--- config.mk ---
export PLATFORM = sky130hd
export DESIGN_NAME = dmem_arbiter_flat
export DESIGN_NICKNAME = d
export VERILOG_FILES = /design/src/rtl/dmem_arbiter_if.sv /design/src/rtl/dmem_arbiter.sv /design/src/flat_wrapper.sv
export SDC_FILE = /design/constraint.sdc
export NUM_CORES = 1
export LEC_CHECK = 0
export ABC_AREA = 1
export CELL_PAD_IN_SITES_DETAIL_PLACEMENT = 1
export CELL_PAD_IN_SITES_GLOBAL_PLACEMENT = 2
export CORE_MARGIN = 3
export CORE_UTILIZATION = 16
export CTS_BUF_LIST = sky130_fd_sc_hd__clkbuf_16
export DETAILED_ROUTE_END_ITERATION = 16
export PLACE_DENSITY_LB_ADDON = 0.1
export SLEW_MARGIN = 20
export SYNTH_ARGS = -nofsm -noshare
export SYNTH_HDL_FRONTEND = slang
export SYNTH_SLANG_ARGS = --single-unit
--- constraint.sdc ---
create_clock -name clk -period 4.9 [get_ports clk]
set_clock_uncertainty 0.05 [all_clocks]
set_input_delay 1.225 -clock clk [delete_from_list [all_inputs] [get_ports clk]]
set_output_delay 1.225 -clock clk [all_outputs]
set_load 0.1 [all_outputs]
--- src/rtl/dmem_arbiter_if.sv ---
`default_nettype none
// ============================================================================
// Module      : dmem_arbiter_if
// Description : Request/response bundle between one data-memory requester and
//               the arbiter.
// Revision    : 1.0 - initial release
// ============================================================================
interface dmem_arbiter_if #(
    parameter int AW = 32,
    parameter int DW = 32
);
    logic          req_valid;
    logic          req_ready;
    logic          we;
    logic [1:0]    size;
    logic          is_unsigned;
    logic [AW-1:0] addr;
    logic [DW-1:0] wdata;
    logic          rsp_valid;
    logic [DW-1:0] rdata;
    logic          err;

    modport master (
        output req_valid, we, size, is_unsigned, addr, wdata,
        input  req_ready, rsp_valid, rdata, err
    );

    modport slave (
        input  req_valid, we, size, is_unsigned, addr, wdata,
        output req_ready, rsp_valid, rdata, err
    );
endinterface
`default_nettype wire

--- src/rtl/dmem_arbiter.sv ---
`default_nettype none
// ============================================================================
// Module      : dmem_arbiter
// Description : Round-robin arbiter sharing a single-port data memory between
//               the LSU (p0) and debug/DMA (p1), with lane steering and
//               load sign/zero extension.
// Revision    : 1.0 - initial release
// ============================================================================
module dmem_arbiter #(
    parameter int AW = 32,
    parameter int DW = 32
) (
    input  wire logic          clk,
    input  wire logic          rst,
    dmem_arbiter_if.slave      p0,
    dmem_arbiter_if.slave      p1,
    output logic [AW-1:0]      mem_addr,
    output logic [DW-1:0]      mem_din,
    output logic [3:0]         mem_we,
    input  wire logic [DW-1:0] mem_dout
);
    localparam logic [1:0] c_IDLE = 2'd0;
    localparam logic [1:0] c_MEM  = 2'd1;
    localparam logic [1:0] c_RSP  = 2'd2;

    logic [1:0]    state_q, state_d;
    logic          last_grant_q;
    logic          port_q;
    logic          we_q;
    logic          uns_q;
    logic          err_q;
    logic [1:0]    size_q;
    logic [1:0]    off_q;
    logic [AW-1:0] mem_addr_q;
    logic [DW-1:0] mem_din_q;
    logic [3:0]    mem_we_q;

    logic          w_both;
    logic          w_any;
    logic          w_gnt_port;
    logic          w_grant;
    logic          w_sel_we;
    logic [1:0]    w_sel_size;
    logic          w_sel_uns;
    logic [AW-1:0] w_sel_addr;
    logic [DW-1:0] w_sel_wdata;
    logic          w_misalign;
    logic [3:0]    w_be;
    logic [DW-1:0] w_din;
    logic [7:0]    w_byte;
    logic [15:0]   w_half;
    logic [DW-1:0] w_load;
    logic [DW-1:0] w_rdata;
    logic          w_rsp;

    // Contention goes to the port that was not served last.
    assign w_both     = p0.req_valid & p1.req_valid;
    assign w_any      = p0.req_valid | p1.req_valid;
    assign w_gnt_port = w_both ? ~last_grant_q : p1.req_valid;
    assign w_grant    = (state_q == c_IDLE) & w_any & ~rst;

    assign p0.req_ready = w_grant & ~w_gnt_port;
    assign p1.req_ready = w_grant &  w_gnt_port;

    assign w_sel_we    = w_gnt_port ? p1.we          : p0.we;
    assign w_sel_size  = w_gnt_port ? p1.size        : p0.size;
    assign w_sel_uns   = w_gnt_port ? p1.is_unsigned : p0.is_unsigned;
    assign w_sel_addr  = w_gnt_port ? p1.addr        : p0.addr;
    assign w_sel_wdata = w_gnt_port ? p1.wdata       : p0.wdata;

    always_comb begin
        w_misalign = 1'b0;
        case (w_sel_size)
            2'b00:   w_misalign = 1'b0;
            2'b01:   w_misalign = w_sel_addr[0];
            2'b10:   w_misalign = (w_sel_addr[1:0] != 2'b00);
            default: w_misalign = 1'b1;
        endcase
    end

    always_comb begin
        w_be  = 4'b0000;
        w_din = w_sel_wdata;
        case (w_sel_size)
            2'b00: begin
                w_be  = 4'b0001 << w_sel_addr[1:0];
                w_din = {4{w_sel_wdata[7:0]}};
            end
            2'b01: begin
                w_be  = 4'b0011 << w_sel_addr[1:0];
                w_din = {2{w_sel_wdata[15:0]}};
            end
            2'b10: begin
                w_be  = 4'b1111;
                w_din = w_sel_wdata;
            end
            default: w_be = 4'b0000;
        endcase
        if (!w_sel_we || w_misalign) begin
            w_be = 4'b0000;
        end
    end

    always_comb begin
        state_d = state_q;
        case (state_q)
            c_IDLE:  state_d = w_grant ? c_MEM : c_IDLE;
            c_MEM:   state_d = c_RSP;
            c_RSP:   state_d = c_IDLE;
            default: state_d = c_IDLE;
        endcase
    end

    // Memory-side outputs are registered on the grant edge so they are
    // presented throughout MEM; byte enables self-clear after one cycle.
    always_ff @(posedge clk or posedge rst) begin
        if (rst) begin
            state_q      <= c_IDLE;
            last_grant_q <= 1'b1;
            port_q       <= 1'b0;
            we_q         <= 1'b0;
            uns_q        <= 1'b0;
            err_q        <= 1'b0;
            size_q       <= 2'b00;
            off_q        <= 2'b00;
            mem_addr_q   <= '0;
            mem_din_q    <= '0;
            mem_we_q     <= 4'b0000;
        end else begin
            state_q  <= state_d;
            mem_we_q <= 4'b0000;
            if (w_grant) begin
                last_grant_q <= w_gnt_port;
                port_q       <= w_gnt_port;
                we_q         <= w_sel_we;
                uns_q        <= w_sel_uns;
                err_q        <= w_misalign;
                size_q       <= w_sel_size;
                off_q        <= w_sel_addr[1:0];
                mem_addr_q   <= w_sel_addr;
                mem_din_q    <= w_din;
                mem_we_q     <= w_be;
            end
        end
    end

    assign mem_addr = mem_addr_q;
    assign mem_din  = mem_din_q;
    assign mem_we   = mem_we_q;

    always_comb begin
        w_byte = mem_dout[7:0];
        case (off_q)
            2'd0:    w_byte = mem_dout[7:0];
            2'd1:    w_byte = mem_dout[15:8];
            2'd2:    w_byte = mem_dout[23:16];
            default: w_byte = mem_dout[31:24];
        endcase
    end

    assign w_half = off_q[1] ? mem_dout[31:16] : mem_dout[15:0];

    always_comb begin
        w_load = mem_dout;
        case (size_q)
            2'b00:   w_load = uns_q ? {{(DW-8){1'b0}}, w_byte}
                                    : {{(DW-8){w_byte[7]}}, w_byte};
            2'b01:   w_load = uns_q ? {{(DW-16){1'b0}}, w_half}
                                    : {{(DW-16){w_half[15]}}, w_half};
            default: w_load = mem_dout;
        endcase
    end

    assign w_rsp   = (state_q == c_RSP);
    assign w_rdata = (err_q | we_q) ? '0 : w_load;

    assign p0.rsp_valid = w_rsp & ~port_q;
    assign p0.err       = w_rsp & ~port_q & err_q;
    assign p0.rdata     = (w_rsp & ~port_q) ? w_rdata : '0;

    assign p1.rsp_valid = w_rsp & port_q;
    assign p1.err       = w_rsp & port_q & err_q;
    assign p1.rdata     = (w_rsp & port_q) ? w_rdata : '0;
endmodule
`default_nettype wire

--- src/flat_wrapper.sv ---
// flat-port wrapper written by rule: the top's interface ports become plain ports
module dmem_arbiter_flat 
#(
    parameter int AW = 32,
    parameter int DW = 32
)
  (clk, rst, mem_addr, mem_din, mem_we, mem_dout, p0_req_valid, p0_we, p0_size, p0_is_unsigned, p0_addr, p0_wdata, p0_req_ready, p0_rsp_valid, p0_rdata, p0_err, p1_req_valid, p1_we, p1_size, p1_is_unsigned, p1_addr, p1_wdata, p1_req_ready, p1_rsp_valid, p1_rdata, p1_err);
  dmem_arbiter_if #(.AW(AW), .DW(DW)) p0_i ();
  dmem_arbiter_if #(.AW(AW), .DW(DW)) p1_i ();
  input  wire logic clk;
  input  wire logic rst;
  output logic [AW-1:0] mem_addr;
  output logic [DW-1:0] mem_din;
  output logic [3:0] mem_we;
  input  wire logic [DW-1:0] mem_dout;
  input wire logic [$bits(p0_i.req_valid)-1:0] p0_req_valid;
  input wire logic [$bits(p0_i.we)-1:0] p0_we;
  input wire logic [$bits(p0_i.size)-1:0] p0_size;
  input wire logic [$bits(p0_i.is_unsigned)-1:0] p0_is_unsigned;
  input wire logic [$bits(p0_i.addr)-1:0] p0_addr;
  input wire logic [$bits(p0_i.wdata)-1:0] p0_wdata;
  output wire logic [$bits(p0_i.req_ready)-1:0] p0_req_ready;
  output wire logic [$bits(p0_i.rsp_valid)-1:0] p0_rsp_valid;
  output wire logic [$bits(p0_i.rdata)-1:0] p0_rdata;
  output wire logic [$bits(p0_i.err)-1:0] p0_err;
  input wire logic [$bits(p1_i.req_valid)-1:0] p1_req_valid;
  input wire logic [$bits(p1_i.we)-1:0] p1_we;
  input wire logic [$bits(p1_i.size)-1:0] p1_size;
  input wire logic [$bits(p1_i.is_unsigned)-1:0] p1_is_unsigned;
  input wire logic [$bits(p1_i.addr)-1:0] p1_addr;
  input wire logic [$bits(p1_i.wdata)-1:0] p1_wdata;
  output wire logic [$bits(p1_i.req_ready)-1:0] p1_req_ready;
  output wire logic [$bits(p1_i.rsp_valid)-1:0] p1_rsp_valid;
  output wire logic [$bits(p1_i.rdata)-1:0] p1_rdata;
  output wire logic [$bits(p1_i.err)-1:0] p1_err;
  assign p0_i.req_valid = p0_req_valid;
  assign p0_i.we = p0_we;
  assign p0_i.size = p0_size;
  assign p0_i.is_unsigned = p0_is_unsigned;
  assign p0_i.addr = p0_addr;
  assign p0_i.wdata = p0_wdata;
  assign p0_req_ready = p0_i.req_ready;
  assign p0_rsp_valid = p0_i.rsp_valid;
  assign p0_rdata = p0_i.rdata;
  assign p0_err = p0_i.err;
  assign p1_i.req_valid = p1_req_valid;
  assign p1_i.we = p1_we;
  assign p1_i.size = p1_size;
  assign p1_i.is_unsigned = p1_is_unsigned;
  assign p1_i.addr = p1_addr;
  assign p1_i.wdata = p1_wdata;
  assign p1_req_ready = p1_i.req_ready;
  assign p1_rsp_valid = p1_i.rsp_valid;
  assign p1_rdata = p1_i.rdata;
  assign p1_err = p1_i.err;
  dmem_arbiter #(.AW(AW), .DW(DW)) u_core (.clk(clk), .rst(rst), .p0(p0_i), .p1(p1_i), .mem_addr(mem_addr), .mem_din(mem_din), .mem_we(mem_we), .mem_dout(mem_dout));
endmodule
# After elaboration in Yosys (flattened, before gate mapping)
# Cells that the tools add are included.
dict set report op_classes {
  addsub 0
  n_lt_le_gt_ge 0
  mul 0
  n_eq_ne 7
  reduce_logical 7
  div 0
  n_shift 2
  bitwise 15
  mux 21
}
# op count
set ops {}
lappend ops {{$mux W32} 7}
lappend ops {{$pmux W32 S2} 2}
lappend ops {{$pmux W8 S3} 1}
lappend ops {{$mux W16} 1}
lappend ops {{$pmux W4 S3} 1}
lappend ops {{$and A1 B1 Y1} 9}
lappend ops {{$eq A2 B1 Y1 const B} 4}
lappend ops {{$logic_not A2 Y1} 4}
lappend ops {{$mux W4} 2}
lappend ops {{$eq A2 B2 Y1 const B} 3}
lappend ops {{$mux W1} 4}
lappend ops {{$not A1 Y1} 4}
lappend ops {{$pmux W2 S2} 1}
lappend ops {{$shl A1 B2 Y4 const A} 1}
lappend ops {{$shl A2 B2 Y4 const A} 1}
lappend ops {{$pmux W1 S3} 1}
lappend ops {{$mux W2} 1}
lappend ops {{$or A1 B1 Y1} 2}
lappend ops {{$reduce_bool A2 Y1} 1}
lappend ops {{$logic_not A1 Y1} 1}
lappend ops {{$logic_or A1 B1 Y1} 1}
dict set report word_totals {
  output_inout_bits 138
  mem_bits_rw 0
  rom_bits 0
  mem_count 0
  latchBits 0
  word_cells 63
  ff_bits 79
  in_bits 172
}

# Longest topological paths before layout
# Gate-level depths: netlist of run 1.
dict set report logic_depth {
  ltp_word 8
  mapped_depth 11
  mapped_depth_nobuf 11
}

# Worst setup path before layout of run 1
# No wires, ideal clock.
dict set report synth_timing {
  path_kind {register to output}
  from {register u_core.state_q[0]}
  to {output port p1_rdata[10]}
  arrival_time_ns 4.485
  required_time_ns 3.625
  n_path_buf 1
  path_stages_with_launch 5
  setup_slack_ns -0.860
  cell_sequence {dfrtp_1 > nor3_1 > inv_1 > clkbuf_1 > nor2_1}
}
dict set report synth_via {
  elab_chain_cells 3
}
# item line_no
set synth_lines {}
lappend synth_lines {{start: declaration} dmem_arbiter.sv:26} ;# logic [1:0] state_q, state_d;
lappend synth_lines {{start signal: assignment} dmem_arbiter.sv:118} ;# state_q <= c_IDLE;
lappend synth_lines {{start signal: assignment} dmem_arbiter.sv:130} ;# state_q <= state_d;
lappend synth_lines {{$eq A2 B2 Y1} dmem_arbiter.sv:174} ;# assign w_rsp = (state_q == c_RSP);
lappend synth_lines {{$and A1 B1 Y1} n/a}
lappend synth_lines {{named net p1_rsp_valid} flat_wrapper.sv:33} ;# output wire logic [$bits(p1_i.rsp_valid)-1:0] p1_rsp_valid;
lappend synth_lines {{$mux W32} dmem_arbiter.sv:183} ;# assign p1.rdata = (w_rsp & port_q) ? w_rdata : '0;
lappend synth_lines {{end: declaration} flat_wrapper.sv:34} ;# output wire logic [$bits(p1_i.rdata)-1:0] p1_rdata;
# The timed path passes the listed nets, and every way through them passes these cells.

# Worst setup path after layout of run 1
dict set report layout_timing {
  from {input port mem_dout[15]}
  to {output port p1_rdata[20]}
}
dict set report layout_via {
  elab_chain_cells 5
  word_cells_on_any_way 7
}
# item line_no
set layout_lines {}
lappend layout_lines {{start: declaration} flat_wrapper.sv:15} ;# input wire logic [DW-1:0] mem_dout;
lappend layout_lines {{$pmux W8 S3 or $mux W16 (tied branches)} {dmem_arbiter.sv:153, dmem_arbiter.sv:161}}
lappend layout_lines {{$mux W32 (on tied branches)} {dmem_arbiter.sv:166, dmem_arbiter.sv:168}}
lappend layout_lines {{$pmux W32 S2 (*)} dmem_arbiter.sv:165} ;# case (size_q)
lappend layout_lines {{$mux W32 (*)} dmem_arbiter.sv:175} ;# assign w_rdata = (err_q | we_q) ? '0 : w_load;
lappend layout_lines {{$mux W32 (*)} dmem_arbiter.sv:183}
# Mark *: on every way between the ends. The rest lies on a longest branch, timed or not.

==> results of run 1 <==
[per-stage QoR]
stage,total power [mW],instance area [sq um]
floorplan,2.82,5190
detailed placement,3.61,9070
CTS,4.35,9370
global placement,3.61,9070
finish,4.26,9370
global route,4.52,9370
[sequential cells by signal, indices dropped and copies added, names as in the netlist, 2 cells and up]
signal / flops
u_core.mem_addr: 32
u_core.mem_din: 32
u_core.mem_we: 4
u_core.size_q: 2
u_core.state_q: 2
[cell type report]
cell class	count	area [sq um]	area share [%]
diodes	3	7.51	0.0801
clock buffers	9	225	2.40
clock inverters	7	72.6	0.774
inverters	38	154	1.64
multi-input cells	659	2860	30.5
flip-flops and latches	77	1930	20.6
well taps	402	503	5.37
repair buffers	319	3620	38.7
[placed cells by master, fill, tap and decap left out, types with 2 or more instances in the layout]
cell type	n
buf_12	50
dfrtp_1	76
inv_1	27
nand3_2	12
diode_2	3
clkinv_4	2
or2_1	2
inv_2	7
or2_0	3
clkinv_1	2
nor3_1	2
o21ai_0	16
nor2_8	2
buf_4	28
o211ai_1	6
nand3_1	59
nand2_4	2
a21oi_1	4
inv_6	2
nand2_2	4
clkbuf_16	9
nor2_1	76
clkinvlp_4	2
o21ai_1	2
nand2_1	443
clkdlybuf4s50_1	241
nor2_4	2
nand3_4	2
or2_2	12
nor2_2	3
[report_power, final]
part           total [mW]  internal [mW]  switching [mW]
Combinational        2.65          0.669            1.98
Sequential          0.916          0.802           0.113
Clock               0.700          0.397           0.303
Total                4.26           1.87            2.39
[logic make-up after synthesis]
family / share of synthesized area [%]
DFF: 37.2
buffers and inverters: 7.72
and+or+nand+nor: 51.2
AOI/OAI and AO/OA: 3.91
[layer usage]
layer  GRT usage [%]  vias to the layer above  wire length, microns  part of all wire (%)
li1                -                     3077                     -                     -
met1            19.1                     2817                 11600                    44
met3            5.10                       18                  2090                   8.0
met5               0                        -                     0                     0
met4            3.04                        0                   365                   1.4
met2            24.3                      181                 12000                    46
[path summary, 6_finish.rpt]
path	from	endpoint	slack [ns]	cells past startpoint
setup / recovery	mem_dout[15]	p1_rdata[20]	0.58	8
hold / removal	u_core.state_q[1]	u_core.state_q[1]	0.40	1
setup reg to reg	u_core.last_grant_q	u_core.mem_din[31]	2.69	11
hold reg to reg	u_core.state_q[1]	u_core.state_q[1]	0.40	1
max in group asynchronous	rst	u_core.mem_addr[29]	2.47	4
min in group asynchronous	rst	u_core.port_q	1.35	3
[critical path, cell delays in order]
cell             delay (ns)
clkdlybuf4s50_1        0.52
o21ai_0                0.09
nand3_1                0.15
nand3_4                0.17
nand3_4                0.28
nand3_1                0.17
nor2_1                 0.21
buf_12                 0.21
==> flow_summary_export.csv, run 1 <==
group,metric,value,unit
route,drt_iter0_markers,222,
global_route,grt_pass1_vias,6432,
timing,finalHoldViolations,0,
clocking,cts_tree,"yes",
global_route,antenna_found_initial,2,
placement,gp_congestion,0.730,
min_path,hp-class,"flip-flop to flip-flop",
clocking,cts_root_buf,"clkbuf_16",
floorplan,core-area,0.0317,sq mm
global_route,grt_use_total,14.9,%
floorplan,die-area,0.0346,sq mm
clocking,numCtsBuffers,9,
final_layout,final_cells,1514,
yosys,ys_seq_elements,77,
pwr,power_density,455,mW/mm^2
timing,period_share,88.2,%
route,dr.pass1.iters,4,
final_layout,nFillCells,3830,
placement,place.detailed.hpwl,20000,microns
yosys,synthDistinctLibCells,37,
route,via_per_inst,4.02,
run,drv_cap,0,
yosys,synthTopCellsByArea,"dfrtp_1, nand2_1, nand3_1, nor2_1, nand3_2",
final_layout,fin_util,29.6,%
placement,place_ws,0.561,ns
yosys,synth_edf_count,0,
yosys,synth.most_common_cell,"nand2_1",
yosys,synth_nets,987,
placement,port-buffer-count,309,
pwr,power.leakage,4.29,nW
yosys,async_reset_ff_share,100,%
yosys,synthCells,815,
clocking,cts_setup_buffers,0,
route,drt-wirelength-per-cell,17.2,microns
global_route,grt_remaining_overflow,0,
timing,worst_slack,0.577,ns
critical_path,worst-path-max-fanout,16,
final_layout,drive_gt1_share,13.1,%
critical_path,worstSetupPathType,"input port to output port",
yosys,synth.avg_cell_area,6.36,sq um
yosys,ys.flop_type,"dfrtp_1",
route,ant_nets,0,
timing,drv_slew,0,
yosys,yosys_warnings,0,
yosys,syn_area,0.00519,sq mm
timing,totalNegativeSetupSlack,0,ns
critical_path,cp.required,3.62,ns
clocking,clk_pin_slew,0.06,ns
clocking,htreeDepth,3,
floorplan,io_pins,310,
floorplan,die_x,186,microns
placement,post-place-cells,1495,
pwr,vdd_ir_drop_max,0.205,mV
critical_path,worstPathArrival,3.05,ns
clocking,clk_latency,0.34,ns
floorplan,row_count,65,
timing,fin_crit,4.32,ns
yosys,yosys.area.top_type,"dfrtp_1",
clocking,cts_sinks,77,
timing,max_clock_freq,231,MHz
status,outcome,"complete, no violations",
global_route,grt_max_degree,73,
route,finalWirelength,26100,microns
global_route,grt_pass1_wl,39500,microns
yosys,post-synth-top-area-fraction,36.7,%
critical_path,end_kind,"output port",
timing,hold_ws,0.400,ns
timing,worst_pin_slew,1.06,ns
timing,setup_viol,0,
floorplan,initial_core_util,16.4,%
clocking,clockBufferDepth,2,
clocking,cts_resized,0,
floorplan,die_h,186,microns
route,dr_total_vias,6093,
timing,rsz0062_at_grt,"false",
yosys,seq_area_frac_synth,37.2,%
clocking,hold_buffers,0,
final_layout,final_nets,1276,
critical_path,cp-start-kind,"input port",
timing,slew_headroom,29.0,%
route,drc,0,
final_layout,area_delta_synth_final,80.7,%
yosys,synth_common_cells,"nand2_1, nor2_1, dfrtp_1, nand3_1, inv_1",
(Power assumes the default switching activity.)
==> run 2, diff against run 1 <==
--- a/config.mk
+++ b/config.mk
@@ -13,6 +13,7 @@
 export CTS_BUF_LIST = sky130_fd_sc_hd__clkbuf_16
 export DETAILED_ROUTE_END_ITERATION = 16
 export PLACE_DENSITY_LB_ADDON = 0.1
+export REMOVE_ABC_BUFFERS = 1
 export SLEW_MARGIN = 20
 export SYNTH_ARGS = -nofsm -noshare
 export SYNTH_HDL_FRONTEND = slang
==> run 2 against run 1 <==
Global-route usage down 0.32 points. Register-to-register slack better by 0.04 ns. Highest routed layer is now met5. Final cell count about the same. Critical path depth unchanged. Worst hold slack worse by 0.0040 ns. Sequential share of layout area up 0.15 points.
==> flow_summary_export.csv, run 2 (same netlist as run 1, synthesis figures left out) <==
group,metric,value,unit
timing,totalNegativeSetupSlack,0,ns
timing,worst_pin_slew,1.06,ns
global_route,grt_remaining_overflow,0,
floorplan,die_h,186,microns
pwr,power.leakage,4.28,nW
pwr,p_clk_share,16.8,%
floorplan,io_pins,310,
route,dr_total_vias,6120,
timing,fin_crit,4.27,ns
min_path,hp-class,"flip-flop to flip-flop",
pwr,netSwitchingPower,2.41,mW
pwr,combPwrFrac,61.8,%
pwr,power_density,460,mW/mm^2
placement,gp_congestion,0.724,
route,ant_nets,0,
global_route,grt_pass1_wl,38600,microns
final_layout,final_nets,1277,
critical_path,worst-path-max-fanout,16,
clocking,cts_resized,0,
placement,post_dp_cell_area,0.00900,sq mm
placement,place.detailed.hpwl,19800,microns
timing,worst_slack,0.632,ns
floorplan,row_count,65,
timing,finalHoldViolations,0,
final_layout,final_common_cell,"nand2_1",
final_layout,most-common-layout-cells,"nand2_1, clkdlybuf4s50_1, nor2_1, dfrtp_1, nand3_1",
floorplan,die-area,0.0346,sq mm
placement,port-buffer-count,309,
timing,drv_slew,0,
route,dr.pass1.iters,4,
critical_path,path_cells,"clkdlybuf4s50_1, nand2_1, nand3_1, nand3_4, nand3_4, nand3_2, nor2_1, buf_12",
critical_path,worstSetupPathType,"input port to output port",
critical_path,cp.required,3.62,ns
clocking,cts_tree,"yes",
route,via_per_inst,4.04,
final_layout,drive_gt1_share,13.2,%
clocking,clk_latency,0.34,ns
global_route,grt_use_total,14.5,%
floorplan,initial_core_util,16.4,%
critical_path,cpMostUsedCell,"nand3_4",
critical_path,cp-start-kind,"input port",
clocking,cts_sinks,77,
clocking,clk_pin_slew,0.07,ns
clocking,htreeDepth,3,
pwr,seqPwrFrac,21.4,%
timing,period_share,87.1,%
placement,place_ws,0.610,ns
critical_path,cp_slowest_cell,"clkdlybuf4s50_1",
final_layout,nFillCells,3855,
route,drt_iter0_markers,214,
final_layout,fin_util,29.3,%
pwr,internal-power,1.87,mW
route,drt-wirelength-per-cell,17.0,microns
clocking,cts_root_buf,"clkbuf_16",
clocking,clockBufferDepth,2,
global_route,grt_max_degree,73,
run,drv_cap,0,
timing,slew_headroom,29.4,%
timing,max_clock_freq,234,MHz
critical_path,path_delay_family,"simple AND/OR/NAND/NOR gates",
floorplan,die_x,186,microns
pwr,switching_share,56.2,%
final_layout,area_delta_synth_final,79.4,%
timing,hold_ws,0.396,ns
critical_path,critical_path.max_stage_delay,0.49,ns
timing,rsz0062_at_grt,"false",
global_route,antenna_found_initial,1,
clocking,numCtsBuffers,9,
critical_path,worstPathArrival,2.99,ns
route,finalWirelength,25700,microns
critical_path,end_kind,"output port",
final_layout,fin_area,0.00931,sq mm
status,outcome,"complete, no violations",
timing,setup_viol,0,
clocking,hold_buffers,0,
critical_path,crit_buf_inv,2,
global_route,grt_pass1_vias,6368,
clocking,cts_setup_buffers,0,
route,drc,0,
floorplan,core-area,0.0317,sq mm
pwr,vdd_ir_drop_max,0.217,mV
-- run 2: changes by cell type in the layout (fill, tap and decap cells not counted), sizes merged --
cell	change
clkinvlp	-1
diode	-2
inv	+1
buf	+1
-- run 2: area by class of cell --
| type | count | area (sq um) | share of cell area, % |
|---|---|---|---|
| repair buffers | 320 | 3560 | 38.2 |
| multi-input cells | 659 | 2860 | 30.7 |
| flip-flops and latches | 77 | 1930 | 20.7 |
| well taps | 402 | 503 | 5.40 |
| clock buffers | 9 | 225 | 2.42 |
| inverters | 38 | 151 | 1.63 |
| clock inverters | 7 | 80.1 | 0.860 |
| diodes | 1 | 2.50 | 0.0269 |
-- run 2: per-stage QoR --
| stage | cells | power (mW) |
|---|---|---|
| CTS | 1512 | 4.37 |
| global route | 1512 | 4.54 |
| finish | 1513 | 4.28 |
| detailed placement | 1496 | 3.62 |
| floorplan | 774 | 2.76 |
| global placement | 1496 | 3.62 |
-- run 2: worst paths after layout --
| kind | to | startpoint | cells past startpoint | slack, ns |
|---|---|---|---|---|
| setup reg to reg | u_core.mem_din[29] | u_core.last_grant_q | 11 | 2.73 |
| setup / recovery | p1_rdata[29] | mem_dout[23] | 8 | 0.63 |
| max in group asynchronous | u_core.mem_din[30] | rst | 4 | 2.45 |
| min in group asynchronous | u_core.mem_din[18] | rst | 3 | 1.31 |
| hold / removal | u_core.state_q[1] | u_core.state_q[1] | 1 | 0.40 |
| hold reg to reg | u_core.state_q[1] | u_core.state_q[1] | 1 | 0.40 |
-- run 2: worst reg2reg max path: stages (launching register included) --
cell,delay (ns)
dfstp_2,0.54
nand2_2,0.06
nand2_4,0.06
buf_4,0.43
nand2_1,0.19
o21ai_4,0.19
nand2_4,0.19
clkinv_4,0.12
nand2_1,0.08
nand2_1,0.07
nand2_1,0.06
nand2_1,0.07
-- run 2: metal layers --
layer	vias to the layer above	part of all wire [%]	global-route usage [%]
met5	-	0.078	0
met4	2	0.68	2.50
met3	11	7.6	4.75
met2	183	48	24.7
met1	2833	43	18.3
li1	3091	-	-
-- run 2: power by group through the flow --
stage | Combinational (mW) | Clock, mW | Sequential, mW
2_1_floorplan | 0.743 | 0 | 2.01
3_3_place_gp | 2.69 | 0 | 0.924
3_5_place_dp | 2.69 | 0 | 0.927
4_1_cts | 2.69 | 0.752 | 0.920
5_1_grt | 2.81 | 0.781 | 0.944
6_report | 2.64 | 0.719 | 0.916
